`src/rtl/psum_drain.sv`:
```
// psum_drain: reader side of the partial-sum accumulator. Counts terms per
// group, captures and requantises the finished sum, clears the accumulator
// and streams results through a small show-ahead FIFO.
module psum_drain #(
    parameter int ACC_W      = 40,
    parameter int OUT_W      = 16,
    parameter int LEN_W      = 16,
    parameter int FIFO_DEPTH = 4
) (
    input  logic                    clk,
    input  logic                    reset,
    input  logic                    enable,
    input  logic [LEN_W-1:0]        cfg_len,
    input  logic [5:0]              cfg_shift,
    input  logic                    in_valid,
    input  logic signed [ACC_W-1:0] acc_in,
    output logic                    acc_rst_n,
    output logic                    stall,
    output logic                    busy,
    output logic                    out_valid,
    input  logic                    out_ready,
    output logic signed [OUT_W-1:0] out_data,
    output logic                    out_sat
);

    localparam int PW = $clog2(FIFO_DEPTH);
    localparam int CW = PW + 1;
    localparam logic signed [ACC_W:0] MAXV = {{(ACC_W-OUT_W+2){1'b0}}, {(OUT_W-1){1'b1}}};
    localparam logic signed [ACC_W:0] MINV = {{(ACC_W-OUT_W+2){1'b1}}, {(OUT_W-1){1'b0}}};

    typedef enum logic [1:0] {IDLE, COUNT, CAPTURE} state_t;

    state_t             state, nxt;
    logic [LEN_W-1:0]   len_q, cnt;
    logic [5:0]         shift_q;
    logic               latch, push, pop, space;

    logic signed [ACC_W:0] ext, rnd, rq;
    logic [OUT_W-1:0]      q_data;
    logic                  q_sat;

    logic [OUT_W:0]  mem [FIFO_DEPTH];
    logic [OUT_W:0]  head, push_word;
    logic [PW-1:0]   wr_ptr, rd_ptr, rd_n;
    logic [CW-1:0]   fcnt, fcnt_n, remain;

    // Requantise: round half up in ACC_W+1 bits, then clamp to OUT_W signed.
    always_comb begin
        ext = {acc_in[ACC_W-1], acc_in};
        rnd = '0;
        if (shift_q != 6'd0)
            rnd = {{ACC_W{1'b0}}, 1'b1} << (shift_q - 6'd1);
        rq = (ext + rnd) >>> shift_q;
        q_sat  = 1'b0;
        q_data = rq[OUT_W-1:0];
        if (rq > MAXV) begin
            q_sat  = 1'b1;
            q_data = MAXV[OUT_W-1:0];
        end else if (rq < MINV) begin
            q_sat  = 1'b1;
            q_data = MINV[OUT_W-1:0];
        end
    end

    assign push_word = {q_sat, q_data};
    assign out_valid = (fcnt != '0);
    assign pop       = out_valid & out_ready;
    assign space     = (fcnt < CW'(FIFO_DEPTH)) | pop;
    assign busy      = (state != IDLE) | out_valid;
    assign out_data  = head[OUT_W-1:0];
    assign out_sat   = head[OUT_W];

    // Next-state and handshake outputs; a capture only completes when the FIFO can take it.
    always_comb begin
        nxt       = state;
        acc_rst_n = 1'b1;
        stall     = 1'b1;
        push      = 1'b0;
        latch     = 1'b0;
        case (state)
            IDLE: begin
                acc_rst_n = 1'b0;
                if (enable) begin
                    latch = 1'b1;
                    nxt   = COUNT;
                end
            end
            COUNT: begin
                stall = 1'b0;
                if (in_valid && cnt == len_q - LEN_W'(1))
                    nxt = CAPTURE;
            end
            CAPTURE: begin
                if (space) begin
                    push      = 1'b1;
                    acc_rst_n = 1'b0;
                    if (enable) begin
                        latch = 1'b1;
                        nxt   = COUNT;
                    end else begin
                        nxt = IDLE;
                    end
                end
            end
            default: nxt = IDLE;
        endcase
    end

    // FSM state, latched config and term counter.
    always_ff @(posedge clk or negedge reset) begin
        if (!reset) begin
            state   <= IDLE;
            len_q   <= LEN_W'(1);
            shift_q <= '0;
            cnt     <= '0;
        end else begin
            state <= nxt;
            if (latch) begin
                len_q   <= (cfg_len == '0) ? LEN_W'(1) : cfg_len;
                shift_q <= cfg_shift;
                cnt     <= '0;
            end else if (state == COUNT && in_valid) begin
                cnt <= cnt + LEN_W'(1);
            end
        end
    end

    // FIFO bookkeeping; remain is what is left of the old contents after a pop.
    always_comb begin
        rd_n   = rd_ptr + PW'(pop);
        fcnt_n = fcnt + CW'(push) - CW'(pop);
        remain = fcnt - CW'(pop);
    end

    // FIFO storage has no reset; only the head register is visible outside.
    always_ff @(posedge clk) begin
        if (push)
            mem[wr_ptr] <= push_word;
    end

    // Pointers, occupancy and registered head; head holds while the FIFO is empty.
    always_ff @(posedge clk or negedge reset) begin
        if (!reset) begin
            wr_ptr <= '0;
            rd_ptr <= '0;
            fcnt   <= '0;
            head   <= '0;
        end else begin
            if (push) wr_ptr <= wr_ptr + PW'(1);
            rd_ptr <= rd_n;
            fcnt   <= fcnt_n;
            if (fcnt_n != '0)
                head <= (remain == '0) ? push_word : mem[rd_n];
        end
    end

endmodule

```
`config.mk`:
```
export PLATFORM = sky130hd
export DESIGN_NAME = psum_drain
export DESIGN_NICKNAME = d
export VERILOG_FILES = /design/src/rtl/psum_drain.sv
export SDC_FILE = /design/constraint.sdc
export NUM_CORES = 1
export LEC_CHECK = 0
export BUFFER_PORTS_ARGS = -buffer_cell sky130_fd_sc_hd__buf_2
export CORE_MARGIN = 3
export CORE_UTILIZATION = 55
export CTS_CLUSTER_SIZE = 14
export DETAILED_ROUTE_END_ITERATION = 16
export PLACE_DENSITY_LB_ADDON = 0.05
export REMOVE_ABC_BUFFERS = 1
export SYNTH_ARGS = -nofsm -noshare
export SYNTH_HDL_FRONTEND = slang
export SYNTH_SLANG_ARGS = --single-unit
```
`constraint.sdc`:
```
create_clock -name clk -period 6.2 [get_ports clk]
set_input_delay 0.93 -clock clk [delete_from_list [all_inputs] [get_ports clk]]
set_output_delay 0.93 -clock clk [all_outputs]
set_load 0.005 [all_outputs]
```
== Word level (Yosys, flattened, before mapping) ==
Memory sizes are Yosys's and may differ from the RTL's.
Cells that the tools add are included.
Widths: inputs -> output; s select.

* $lt $le $gt $ge: 3
* $add $sub $neg: 9
* Equality and inequality tests: 6
* Bitwise gates (word level): 3
* Reductions and logical operators: 11
* Shift operators: 2
* Multiplexer cells: 24

{| class="wikitable"
|+ Operator list
! kind !! number
|-
| $mux 16 || 5
|-
| $add 40x41->41 || 1
|-
| $gt 41x16->1 const B || 1
|-
| $lt 41x16->1 const B || 1
|-
| $mux 41 || 1
|-
| $shl 1x6->41 const A || 1
|-
| $sshr 41x6->41 || 1
|-
| $mux 17 || 1
|-
| $add 16x1->16 const B || 1
|-
| $eq 16x16->1 || 1
|-
| $logic_not 16->1 || 1
|-
| $sub 16x1->16 const B || 1
|-
| $mux 1 || 11
|-
| $mux 2 || 3
|-
| $ne 2x2->1 const B || 3
|-
| $pmux 2 s3 || 1
|-
| $reduce_bool 3->1 || 2
|-
| $reduce_bool 6->1 || 1
|-
| $sub 3x1->3 || 2
|-
| $sub 6x1->6 const B || 1
|-
| $pmux 1 s2 || 2
|-
| $reduce_bool 2->1 || 2
|-
| $add 3x1->3 || 1
|-
| $logic_not 3->1 || 1
|-
| 10 further kinds || 12
|}

* Input port bits: 67
* Logic and storage cells: 67
* Output and inout port bits: 21
* Memory bits (writable): 68
* Memories: 1
* Flip-flop bits (word level): 64

{| class="wikitable"
|+ Memories
! memory !! depth !! width !! read ports !! clocked after memory_dff !! write ports !! RTL line !! text
|-
| mem || 4 || 17 || 1 || 0 || 1 || 42 || <nowiki>logic [OUT_W:0] mem [FIFO_DEPTH];</nowiki>
|}

== Depth between registers and ports, before layout ==
Gate-level depths: netlist of the first run.

* Depth in word-level cells: 9
* Depth in mapped cells: 27

== Least setup slack after synthesis of the first run ==
OpenSTA, ideal clock, no wires.

* Path kind: register to register
* Start: register shift_q[3]
* End: register head[1]
* Library setup time: 0.064 ns
* Slack: 0.086 ns
* Stages on the path, launching flop included: 25
* Arrival: 6.049 ns
* Path through: dfrtp_1 > clkbuf_1 > clkbuf_1 > clkbuf_1 > buf_1 > clkbuf_1 > nand3_1 > nor2_1 > ha_1 > buf_2 > a21oi_1 > nand3b_1 > o211ai_2 > a221oi_1 > and2b_1 > a2111oi_2 > nor4_1 > a41o_1 > a2111oi_0 > o2111a_1 > o2111ai_1 > o31ai_4 > buf_6 > a31o_1 > o21a_1

* Word-level cells in the longest chain between the ends: 9

{| class="wikitable"
|+ RTL lines
! what !! RTL line !! text
|-
| from (decl) || 35 || <nowiki>logic [5:0] shift_q;</nowiki>
|-
| from (signal assigned) || 120 || <nowiki>shift_q <= cfg_shift;</nowiki>
|-
| $sub 6x1->6 || 52 || <nowiki>rnd = {{ACC_W{1'b0}}, 1'b1} << (shift_q - 6'd1);</nowiki>
|-
| $shl 1x6->41 || 52 ||
|-
| $mux 41 || 51 || <nowiki>if (shift_q != 6'd0)</nowiki>
|-
| $add 40x41->41 || 53 || <nowiki>rq = (ext + rnd) >>> shift_q;</nowiki>
|-
| $sshr 41x6->41 (*) || 53 ||
|-
| $lt 41x16->1 || 59 || <nowiki>end else if (rq < MINV) begin</nowiki>
|-
| $mux 16 || 59 ||
|-
| $mux 16 (*) || 56 || <nowiki>if (rq > MAXV) begin</nowiki>
|-
| named net q_data[1] || 39 || <nowiki>logic [OUT_W-1:0] q_data;</nowiki>
|-
| $mux 17 (*) || 153 || <nowiki>head <= (remain == '0) ? push_word : mem[rd_n];</nowiki>
|-
| to (signal assigned) || 153 ||
|-
| to (decl) || 43 || <nowiki>logic [OUT_W:0] head, push_word;</nowiki>
|}

The timed path passes the listed nets; every way through them passes the cells marked *.
A chain may end at the register's enable or synchronous reset.

== Worst setup path in the final report of the first run ==
* Start: register shift_q[0]
* End: memory mem[1][4] (netlist name) (data pin)

* Word-level cells in the longest chain between the ends: 8

{| class="wikitable"
|+ RTL lines
! what !! RTL line
|-
| $sub 6x1->6 || 52
|-
| $shl 1x6->41 || 52
|-
| $mux 41 || 51
|-
| $add 40x41->41 || 53
|-
| $sshr 41x6->41 (*) || 53
|-
| $lt 41x16->1 || 59
|-
| $mux 16 || 59
|-
| $mux 16 (*) || 56
|-
| named net q_data[4] || 39
|-
| to (decl) || 42
|}

Marked as above.

==> results of run 1 <==
logic make-up (layout without fill, tap and decap cells):
family                     Yosys count  after routing  share of synthesized area (%)
DFF                                132            132                          28.27
buffers and inverters              132            275                          4.182
xor gates and xnor gates            72             72                          4.890
muxes                               75             75                          8.248
and+or+nand+nor                    601            601                          22.21
adders and majority gates           53             53                          5.259
AOI/OAI and AO/OA                  486            486                          26.95
synthesized netlist by cell type, drive strengths merged (39+ instances only):
cell	n
a21oi	106
edfxtp	68
ha	51
xnor2	48
o21ai	81
nand2	178
nand3	50
dfrtp	63
clkbuf	67
mux2i	41
a211oi	39
nor2	171
nor3	43
worst min path at each step:
stage,startpoint,to,slack (ns),cells after the start
final,head[15]$_DFFE_PN0P_,head[15]$_DFFE_PN0P_,0.48,2
after global routing,len_q[15]$_DFFE_PN0P_,len_q[15]$_DFFE_PN0P_,0.55,2
after CTS,head[15]$_DFFE_PN0P_,head[15]$_DFFE_PN0P_,0.49,2
after detailed placement,head[15]$_DFFE_PN0P_,head[15]$_DFFE_PN0P_,0.48,2
after global placement,head[15]$_DFFE_PN0P_,head[15]$_DFFE_PN0P_,0.46,2
after floorplan,len_q[15]$_DFFE_PN0P_,len_q[15]$_DFFE_PN0P_,0.47,2
through the flow:
| step | setup TNS [ns] | hold WS [ns] | cell area (um2) |
|---|---|---|---|
| finish | 0 | 0.4751 | 15020 |
| global route | -0.1193 | 0.5471 | 15020 |
| CTS | 0 | 0.4865 | 14820 |
| detailed placement | -4.974 | 0.4767 | 14260 |
| global placement | -15.30 | 0.4601 | 14260 |
| floorplan | -93.67 | 0.4655 | 12490 |
worst register-to-register path, delay by kind of cell (launching register included):
family	cells	cell delay [ns]
compound gates	10	2.07
simple gates	6	1.58
buf+inv	5	0.84
fa+ha+maj	2	0.66
flops	1	0.44
xor+xnor	1	0.18
registers in the layout (all words and copies together), names as in the netlist:
register  flops
shift_q       6
wr_ptr        2
cnt          16
rd_ptr        2
head         17
state         2
mem          68
fcnt          3
len_q        16
where the power goes:
part           internal, mW  total (mW)  switching (mW)
registers              1.16        1.33           0.168
clock network         0.525       0.957           0.432
logic                  2.05        5.41            3.36
metal layers:
| metal | part of all wire [%] | up-vias |
|---|---|---|
| met2 | 42 | 966 |
| met1 | 41 | 6601 |
| met3 | 14 | 128 |
| met4 | 2.5 | 2 |
| met5 | 0.014 | - |
| li1 | - | 6183 |
cell type report:
type / count / area, um2
multi-input cells: 1287 / 8906
fillers: 1893 / 7828
flip-flops and latches: 132 / 3645
repair buffers: 206 / 1390
clock buffers: 18 / 429.2
well taps: 313 / 391.6
inverters: 37 / 138.9
clock inverters: 14 / 118.9
what timing repair did:
| action | CTS | global route |
|---|---|---|
| cloned | 0 | 0 |
| buffers inserted | 0 | 1 |
| setup endpoints to repair | 79 | 80 |
| hold buffers | 0 | 0 |
| pin swaps | 0 | 2 |
| gates resized for setup | 4 | 45 |
==> flow_summary.toml, run 1 <==
[cts]
htree_levels = 4
clkLatencyLatePin_ns = 0.42
cts_root_buf = "clkbuf_16"
clockBufferDepth = 2
numCtsBuffers = 17
cts.sinks = 132
cts_tree = "built"
clkTransAtPathRegs_ns = 0.07

[yosys]
syn_area_mm2 = 0.01289
synth_edf_count = 68
synth_top_area_share_pct = 15.84
netlist_instances = 1551
ys.flop_type = "edfxtp_1"
synth_area_leader_cell = "edfxtp_1"
ys.warnings.count = 0
ys_seq_area_share_pct = 28.27
synthTopCellsByArea = "edfxtp_1, dfrtp_1, nand2_1"
async_reset_ff_share_pct = 48.48
ys_ff_latch = 132
ys_types = 94
syn_avg_cell_area_um2 = 8.314

[setup_path]
rr_worst_depth = 24
worst-path-stages = 24
cp-endpoint = "mem[1][4]$_DFFE_PP_"
path_delay_family = "compound AO/OA/AOI/OAI gates"
worstPathRequired_ns = 6.35
setup.worst_path.start = "shift_q[0]$_DFFE_PN0P_"
worst-r2r-setup-slack_ns = 0.15
cp_cell_sequence = "nor2_2, xnor2_1, nand2_1, nor3_2, ha_1, inv_1, fa_1, nand2b_1, a21oi_4, o21a_1, o211ai_1, buf_4, a21oi_2, a2111oi_2, buf_4, o32ai_2, o21ai_1, or3b_1, nor4_2, a41o_1, a31oi_2, buf_12, a21oi_1, inv_1"
cp.arrival_ns = 6.20
r2r-end = "mem[1][4]$_DFFE_PP_"
setup.worst_path.end_class = "flip-flop"
cp_num_buf_inv = 5
worstPathMaxFanout = 18
worst_path_max_delay_cell = "dfrtp_1"
cpPeakStageDelay_ns = 0.44
start_kind = "flip-flop"
regToRegStartpoint = "shift_q[0]$_DFFE_PN0P_"
path_class = "flip-flop to flip-flop"

[placed_design]
gp_congestion = 1.046
portBuffers = 87
place_inst = 1974
hpwlAfterDp_mm = 37.51
post-place-ws_ns = -0.1354

[final_layout]
antennaDiodeCount = 0
final_util_pct = 65.74
fin_cells = 2007
area_delta_synth_final_pct = 16.48
layout.nets = 1801
drive_gt1_share_pct = 19.72
final_common_cell = "nand2_1"
layout_common_cells = "nand2_1, nor2_1, buf_4"

[grt]
gr-usage-met1_pct = 54.75
grt_pass1_wl_mm = 75.98
antenna_found_initial = 1
grt_max_degree = 65
grt_use_total_pct = 37.93
top_usage_layer = "met2"
grt-ovfl-total = 0
grt_use_met2_pct = 55.46
met3_usage_pct = 13.11
grt_pass1_vias = 12970

[sta]
fin_skew_ns = 0.01363
period_share_pct = 97.53
slew_headroom_pct = 9.018
period_needed_ns = 6.047
setup_viol_count_final = 0
rsz0062_at_grt = "true"
hold_violations = 0
slew_violations = 0
fmax_mhz = 165.4
worst_pin_slew_ns = 1.362
fin_ws_ns = 0.1532

[power_and_ir_drop]
leakage_nw = 6.070
powerDensity_mw_per_mm2 = 512.2
ir_drop_mv = 0.2961
fin_total_pwr_mw = 7.693

[run]
maxCapViolations = 0

[route]
ant_nets = 0
drt_iter0_drc = 2026
drt_first_pass_iters = 8
drc = 0
wl_mm = 49.50
detail_route.vias_per_cell = 6.916
wl_per_cell_um = 24.66
dr_total_vias = 13880

[floorplanning]
io_pins = 88
fp.dieW_um = 159.1
row_count = 55
coreArea_mm2 = 0.02285
dieArea_mm2 = 0.02532
fp.dieH_um = 159.1
start_util_pct = 56.44

[status]
outcome = "finished, final reports clean"

[hold_path]
hp-class = "flip-flop to flip-flop"
No activity file was read; power rests on OpenSTA's default activity.
==> run 2: changes to the inputs <==
--- a/config.mk
+++ b/config.mk
@@ -8,6 +8,7 @@
 export BUFFER_PORTS_ARGS = -buffer_cell sky130_fd_sc_hd__buf_2
 export CORE_MARGIN = 3
 export CORE_UTILIZATION = 55
+export CTS_BUF_LIST = sky130_fd_sc_hd__clkbuf_16
 export CTS_CLUSTER_SIZE = 14
 export DETAILED_ROUTE_END_ITERATION = 16
 export PLACE_DENSITY_LB_ADDON = 0.05
==> run 2 against run 1 <==
Die area stayed put. Critical path depth stayed put. Non-clock buffer count stayed put. Clock skew is 0.00073 ns higher. First-iteration DRC count stayed put. Final area stayed put. Hold slack hardly changed. Utilization stayed put. Sequential share of layout area stayed put. Critical path type unchanged. Critical endpoint unchanged. Largest power group unchanged.
==> flow_summary.toml, run 2 (same netlist as run 1, synthesis figures left out) <==
[status]
outcome = "finished, final reports clean"

[sta]
period_needed_ns = 6.047
setup_viol_count_final = 0
slew_headroom_pct = 9.256
fmax_mhz = 165.4
fin_skew_ns = 0.01436
hold_violations = 0
period_share_pct = 97.53
fin_ws_ns = 0.1532
worst_pin_slew_ns = 1.358
rsz0062_at_grt = "true"
slew_violations = 0

[power_and_ir_drop]
power_frac_clock_pct = 12.4
powerDensity_mw_per_mm2 = 511.8
sequentialPowerShare_pct = 17.3
ir_drop_mv = 0.2964
switchingPower_mw = 3.953
comb_power_share_pct = 70.3
intPower_mw = 3.734
p_sw_share_pct = 51.43
leakage_nw = 6.074

[route]
wl_mm = 49.50
detail_route.vias_per_cell = 6.915
dr_total_vias = 13880
drc = 0
ant_nets = 0
drt_first_pass_iters = 6
wl_per_cell_um = 24.67
drt_iter0_drc = 2026

[hold_path]
hp-class = "flip-flop to flip-flop"
whs_path_depth = 2

[final_layout]
fin_area_mm2 = 0.01502
largest_reg_flops = 68
top_register = "mem"
drive_gt1_share_pct = 19.72
final_util_pct = 65.74
area_delta_synth_final_pct = 16.48
layout.nets = 1801
fin_cells = 2007
final_common_cell = "nand2_1"
layout_common_cells = "nand2_1, nor2_1, buf_4"
antennaDiodeCount = 0
reg_top3 = "mem: 68 flops, head: 17 flops"

[grt]
grt-ovfl-total = 0
grt_pass1_vias = 12970
grt_pass1_wl_mm = 75.98
grt_use_total_pct = 37.93
grt_max_degree = 65
antenna_found_initial = 1

[floorplanning]
fp.dieW_um = 159.1
fp.dieH_um = 159.1
start_util_pct = 56.44
coreArea_mm2 = 0.02285
io_pins = 88
row_count = 55
dieArea_mm2 = 0.02532

[placed_design]
placed_area_mm2 = 0.01426
place_inst = 1974
hpwlAfterDp_mm = 37.51
portBuffers = 87
gp_congestion = 1.046
post-place-ws_ns = -0.1354

[setup_path]
path_delay_family = "compound AO/OA/AOI/OAI gates"
worstPathRequired_ns = 6.35
worstPathMaxFanout = 18
cpPeakStageDelay_ns = 0.44
setup.worst_path.end_class = "flip-flop"
worst-path-stages = 24
rr_worst_depth = 24
cp.arrival_ns = 6.20
path_class = "flip-flop to flip-flop"
start_kind = "flip-flop"
worst_path_max_delay_cell = "dfrtp_1"
cp_num_buf_inv = 5
cp_cell_sequence = "nor2_2, xnor2_1, nand2_1, nor3_2, ha_1, inv_1, fa_1, nand2b_1, a21oi_4, o21a_1, o211ai_1, buf_4, a21oi_2, a2111oi_2, buf_4, o32ai_2, o21ai_1, or3b_1, nor4_2, a41o_1, a31oi_2, buf_12, a21oi_1, inv_1"

[cts]
postCtsHoldBufs = 0
cts.sinks = 132
numCtsBuffers = 17
cts_root_buf = "clkbuf_16"
clkLatencyLatePin_ns = 0.42
cts_tree = "built"
clockBufferDepth = 2
clkTransAtPathRegs_ns = 0.07
htree_levels = 4

[run]
maxCapViolations = 0
## run 2: cell count changes in the layout (fill, tap and decap cells not counted), sizes merged
cell,previous run,this run
clkbuf,18,17
inv,41,42
## run 2: repair_timing
| action | CTS | global route |
|---|---|---|
| resized for setup | 4 | 45 |
| setup buffers | 0 | 1 |
| pin swaps | 0 | 2 |
| setup endpoints to repair | 79 | 80 |
## run 2: layer usage
metal / GRT usage (%) / vias up / wire, um
met5: 0 / - / 7
met4: 7.799 / 2 / 1142
met3: 13.11 / 122 / 6937
met2: 55.46 / 979 / 21080
met1: 54.75 / 6590 / 20340
li1: - / 6186 / -
## run 2: final timing paths
check | from | slack, ns | end
max | shift_q[0]$_DFFE_PN0P_ | 0.15 | mem[1][4]$_DFFE_PP_
min | head[15]$_DFFE_PN0P_ | 0.48 | head[15]$_DFFE_PN0P_
max reg2reg | shift_q[0]$_DFFE_PN0P_ | 0.15 | mem[1][4]$_DFFE_PP_
min reg2reg | head[15]$_DFFE_PN0P_ | 0.48 | head[15]$_DFFE_PN0P_
max in group asynchronous | reset | 4.89 | head[11]$_DFFE_PN0P_
min in group asynchronous | reset | 0.70 | cnt[0]$_DFFE_PN0P_
## run 2: worst register-to-register path, stage by stage, from the launching register on
cell	delay, ns
dfrtp_1	0.44
nor2_2	0.19
xnor2_1	0.18
nand2_1	0.14
nor3_2	0.23
ha_1	0.26
inv_1	0.08
fa_1	0.40
nand2b_1	0.22
a21oi_4	0.21
o21a_1	0.24
o211ai_1	0.24
buf_4	0.25
a21oi_2	0.20
a2111oi_2	0.08
buf_4	0.21
o32ai_2	0.37
o21ai_1	0.19
or3b_1	0.44
nor4_2	0.35
a41o_1	0.24
a31oi_2	0.11
buf_12	0.18
a21oi_1	0.19
inv_1	0.12
## run 2: power groups by stage
stage	sequential (mW)	combinational, mW	clock [mW]
after floorplan	1.42	3.04	0
after global placement	1.33	5.07	0
after detailed placement	1.33	5.07	0
after CTS	1.32	5.13	0.959
after global routing	1.35	5.71	1.00
final	1.33	5.40	0.956
## run 2: per-stage QoR
step	total power [mW]	hold slack [ns]	setup TNS [ns]
4_1_cts	7.414	0.4865	0
6_report	7.687	0.4751	0
3_5_place_dp	6.405	0.4767	-4.974
3_3_place_gp	6.391	0.4601	-15.30
2_1_floorplan	4.453	0.4655	-93.67
5_1_grt	8.065	0.5471	-0.1192
## run 2: final cells by class
class                           instances  area, um2
Clock buffer                           17      425.4
Clock inverter                         15      122.6
Fill cell                            1893       7828
Inverter                               37      138.9
Multi-Input combinational cell       1287       8906
Sequential cell                       132       3645
Tap cell                              313      391.6
Timing Repair Buffer                  206       1390
==> run 3: changes to the inputs <==
--- a/config.mk
+++ b/config.mk
@@ -6,13 +6,15 @@
 export NUM_CORES = 1
 export LEC_CHECK = 0
 export BUFFER_PORTS_ARGS = -buffer_cell sky130_fd_sc_hd__buf_2
+export CELL_PAD_IN_SITES_DETAIL_PLACEMENT = 0
+export CELL_PAD_IN_SITES_GLOBAL_PLACEMENT = 1
 export CORE_MARGIN = 3
-export CORE_UTILIZATION = 55
+export CORE_UTILIZATION = 43
 export CTS_BUF_LIST = sky130_fd_sc_hd__clkbuf_16
 export CTS_CLUSTER_SIZE = 14
 export DETAILED_ROUTE_END_ITERATION = 16
+export GPL_ROUTABILITY_DRIVEN = 0
 export PLACE_DENSITY_LB_ADDON = 0.05
-export REMOVE_ABC_BUFFERS = 1
 export SYNTH_ARGS = -nofsm -noshare
 export SYNTH_HDL_FRONTEND = slang
 export SYNTH_SLANG_ARGS = --single-unit
==> run 3 against run 2 <==
Total power down 1.9%. Final area up 0.34%. First-iteration DRC count down 25%. Hold slack worse by 0.012 ns. Cell count up 3.2%. Critical path type unchanged. Largest cell class unchanged.
==> flow_summary.toml, run 3 (same netlist as run 1, synthesis figures left out) <==
[sta]
worst_pin_slew_ns = 1.383
hold_violations = 0
fin_ws_ns = 0.1765
fin_skew_ns = 0.008445
slew_headroom_pct = 7.578
period_needed_ns = 6.024
period_share_pct = 97.15
rsz0062_at_grt = "false"
fmax_mhz = 166.0
slew_violations = 0
setup_viol_count_final = 0

[grt]
grt_pass1_wl_mm = 74.60
grt_max_degree = 65
grt-ovfl-total = 0
antenna_found_initial = 0
grt_use_total_pct = 30.10
grt_pass1_vias = 12550

[route]
drc = 0
wl_mm = 48.60
wl_per_cell_um = 23.46
drt_first_pass_iters = 5
ant_nets = 0
drt_iter0_drc = 1510
detail_route.vias_per_cell = 6.469
dr_total_vias = 13400

[final_layout]
layout_common_cells = "nand2_1, nor2_1, buf_4"
largest_reg_flops = 68
top_register = "mem"
drive_gt1_share_pct = 19.73
antennaDiodeCount = 0
fill_cells = 2883
final_common_cell = "nand2_1"
layout.nets = 1795
reg_top3 = "mem: 68 flops, head: 17 flops"
area_delta_synth_final_pct = 16.87

[setup_path]
cp.arrival_ns = 6.17
cp_num_buf_inv = 4
path_class = "flip-flop to flip-flop"
worst_path_max_delay_cell = "dfrtp_1"
start_kind = "flip-flop"
worstPathRequired_ns = 6.35
path_delay_family = "simple AND/OR/NAND/NOR gates"
cp_cell_sequence = "nor2_1, buf_4, nand2_1, nor2_1, ha_1, a21oi_1, o21ai_0, or3b_1, a221oi_1, nor2b_2, a2111oi_4, buf_4, o32ai_1, o21ai_0, or3b_1, nor4_1, a41o_1, a31oi_2, buf_12, a21oi_1, inv_1"
setup.worst_path.end_class = "flip-flop"
worstPathMaxFanout = 18
worst-r2r-setup-slack_ns = 0.18
cpPeakStageDelay_ns = 0.47

[floorplanning]
coreArea_mm2 = 0.02909
dieArea_mm2 = 0.03210
fp.dieW_um = 179.2
io_pins = 88
fp.dieH_um = 179.2
start_util_pct = 44.33
row_count = 62

[placed_design]
hpwlAfterDp_mm = 37.62
portBuffers = 87
post-place-ws_ns = -0.03907

[power_and_ir_drop]
ir_drop_mv = 0.1764
leakage_nw = 6.048
fin_total_pwr_mw = 7.539
powerDensity_mw_per_mm2 = 500.2

[cts]
postCtsHoldBufs = 0
clkLatencyLatePin_ns = 0.42
clkTransAtPathRegs_ns = 0.06
clockBufferDepth = 2
cts_root_buf = "clkbuf_16"
cts_tree = "built"
htree_levels = 4
cts.sinks = 132
numCtsBuffers = 17

[yosys]
synth_fp_nets = 1671

[status]
outcome = "finished, final reports clean"

[run]
maxCapViolations = 0

[hold_path]
hp-class = "flip-flop to flip-flop"
## run 3: cell types whose count changed in the layout (fill, tap and decap cells not counted), moves of 3 or more
cell      delta
buf_6        -3
a21oi_2      +5
o21ai_1      -4
nand2_2      +3
a211oi_1     +4
a21oi_1      -3
a211oi_2     -5
nand2_1      -4
o21ai_0      +4
## run 3: power by group
| group | internal [mW] | total (mW) | switching [mW] | leakage, nW |
|---|---|---|---|---|
| sequential | 1.16 | 1.33 | 0.171 | 1.39 |
| clock | 0.613 | 1.05 | 0.440 | 0.294 |
| combinational | 1.98 | 5.16 | 3.17 | 4.36 |
| total | 3.76 | 7.54 | 3.78 | 6.05 |
## run 3: final timing paths
path,depth (start not counted),endpoint,start
setup / recovery,21,mem[0][2]$_DFFE_PP_,shift_q[2]$_DFFE_PN0P_
hold / removal,1,rd_ptr[1]$_DFF_PN0_,rd_ptr[1]$_DFF_PN0_
setup reg to reg,21,mem[0][2]$_DFFE_PP_,shift_q[2]$_DFFE_PN0P_
hold reg to reg,1,rd_ptr[1]$_DFF_PN0_,rd_ptr[1]$_DFF_PN0_
max in group asynchronous,2,shift_q[4]$_DFFE_PN0P_,reset
min in group asynchronous,2,head[4]$_DFFE_PN0P_,reset
## run 3: final cells by class
cell class	count	area [um2]	share of cell area, %
clock buffer	17	425.4	2.823
clock inverter	15	186.4	1.237
inverter	37	138.9	0.9215
multi-input combinational	1287	8884	58.95
sequential	132	3647	24.20
tap	384	480.5	3.188
timing repair buffer	200	1309	8.684
## run 3: repair_timing
item                       4_1_cts  5_1_grt
gates resized for setup          1       44
buffers inserted                 0        2
pin swaps                        0        3
setup endpoints to repair       17       80
## run 3: worst reg2reg max path, cell delays in order (launching register included)
cell and delay [ns]:
dfrtp_1 0.47, nor2_1 0.18, buf_4 0.25, nand2_1 0.17
nor2_1 0.35, ha_1 0.34, a21oi_1 0.24, o21ai_0 0.19
or3b_1 0.41, a221oi_1 0.36, nor2b_2 0.35, a2111oi_4 0.13
buf_4 0.21, o32ai_1 0.38, o21ai_0 0.21, or3b_1 0.40
nor4_1 0.30, a41o_1 0.21, a31oi_2 0.11, buf_12 0.18
a21oi_1 0.19, inv_1 0.11
## run 3: layer usage
metal  global-route usage (%)  share of wire (%)  vias to the layer above
met1                    45.14                 46                     6472
met4                    8.344                2.9                        0
met2                    44.66                 43                      646
met3                    4.828                7.9                      108
li1                         -                  -                     6178
met5                        0                  0                        -
## run 3: stage by stage
step	instances	instance area, um2	util (%)	TNS [ns]	hold WS (ns)
2_1_floorplan	1551	12890	-	0	0.4655
3_3_place_gp	2038	14270	49.05	-0.1728	0.4464
3_5_place_dp	2038	14270	49.05	-0.2462	0.4525
4_1_cts	2070	14880	51.16	0	0.4683
5_1_grt	2072	15070	51.81	0	0.4832
6_report	2072	15070	51.81	0	0.4627
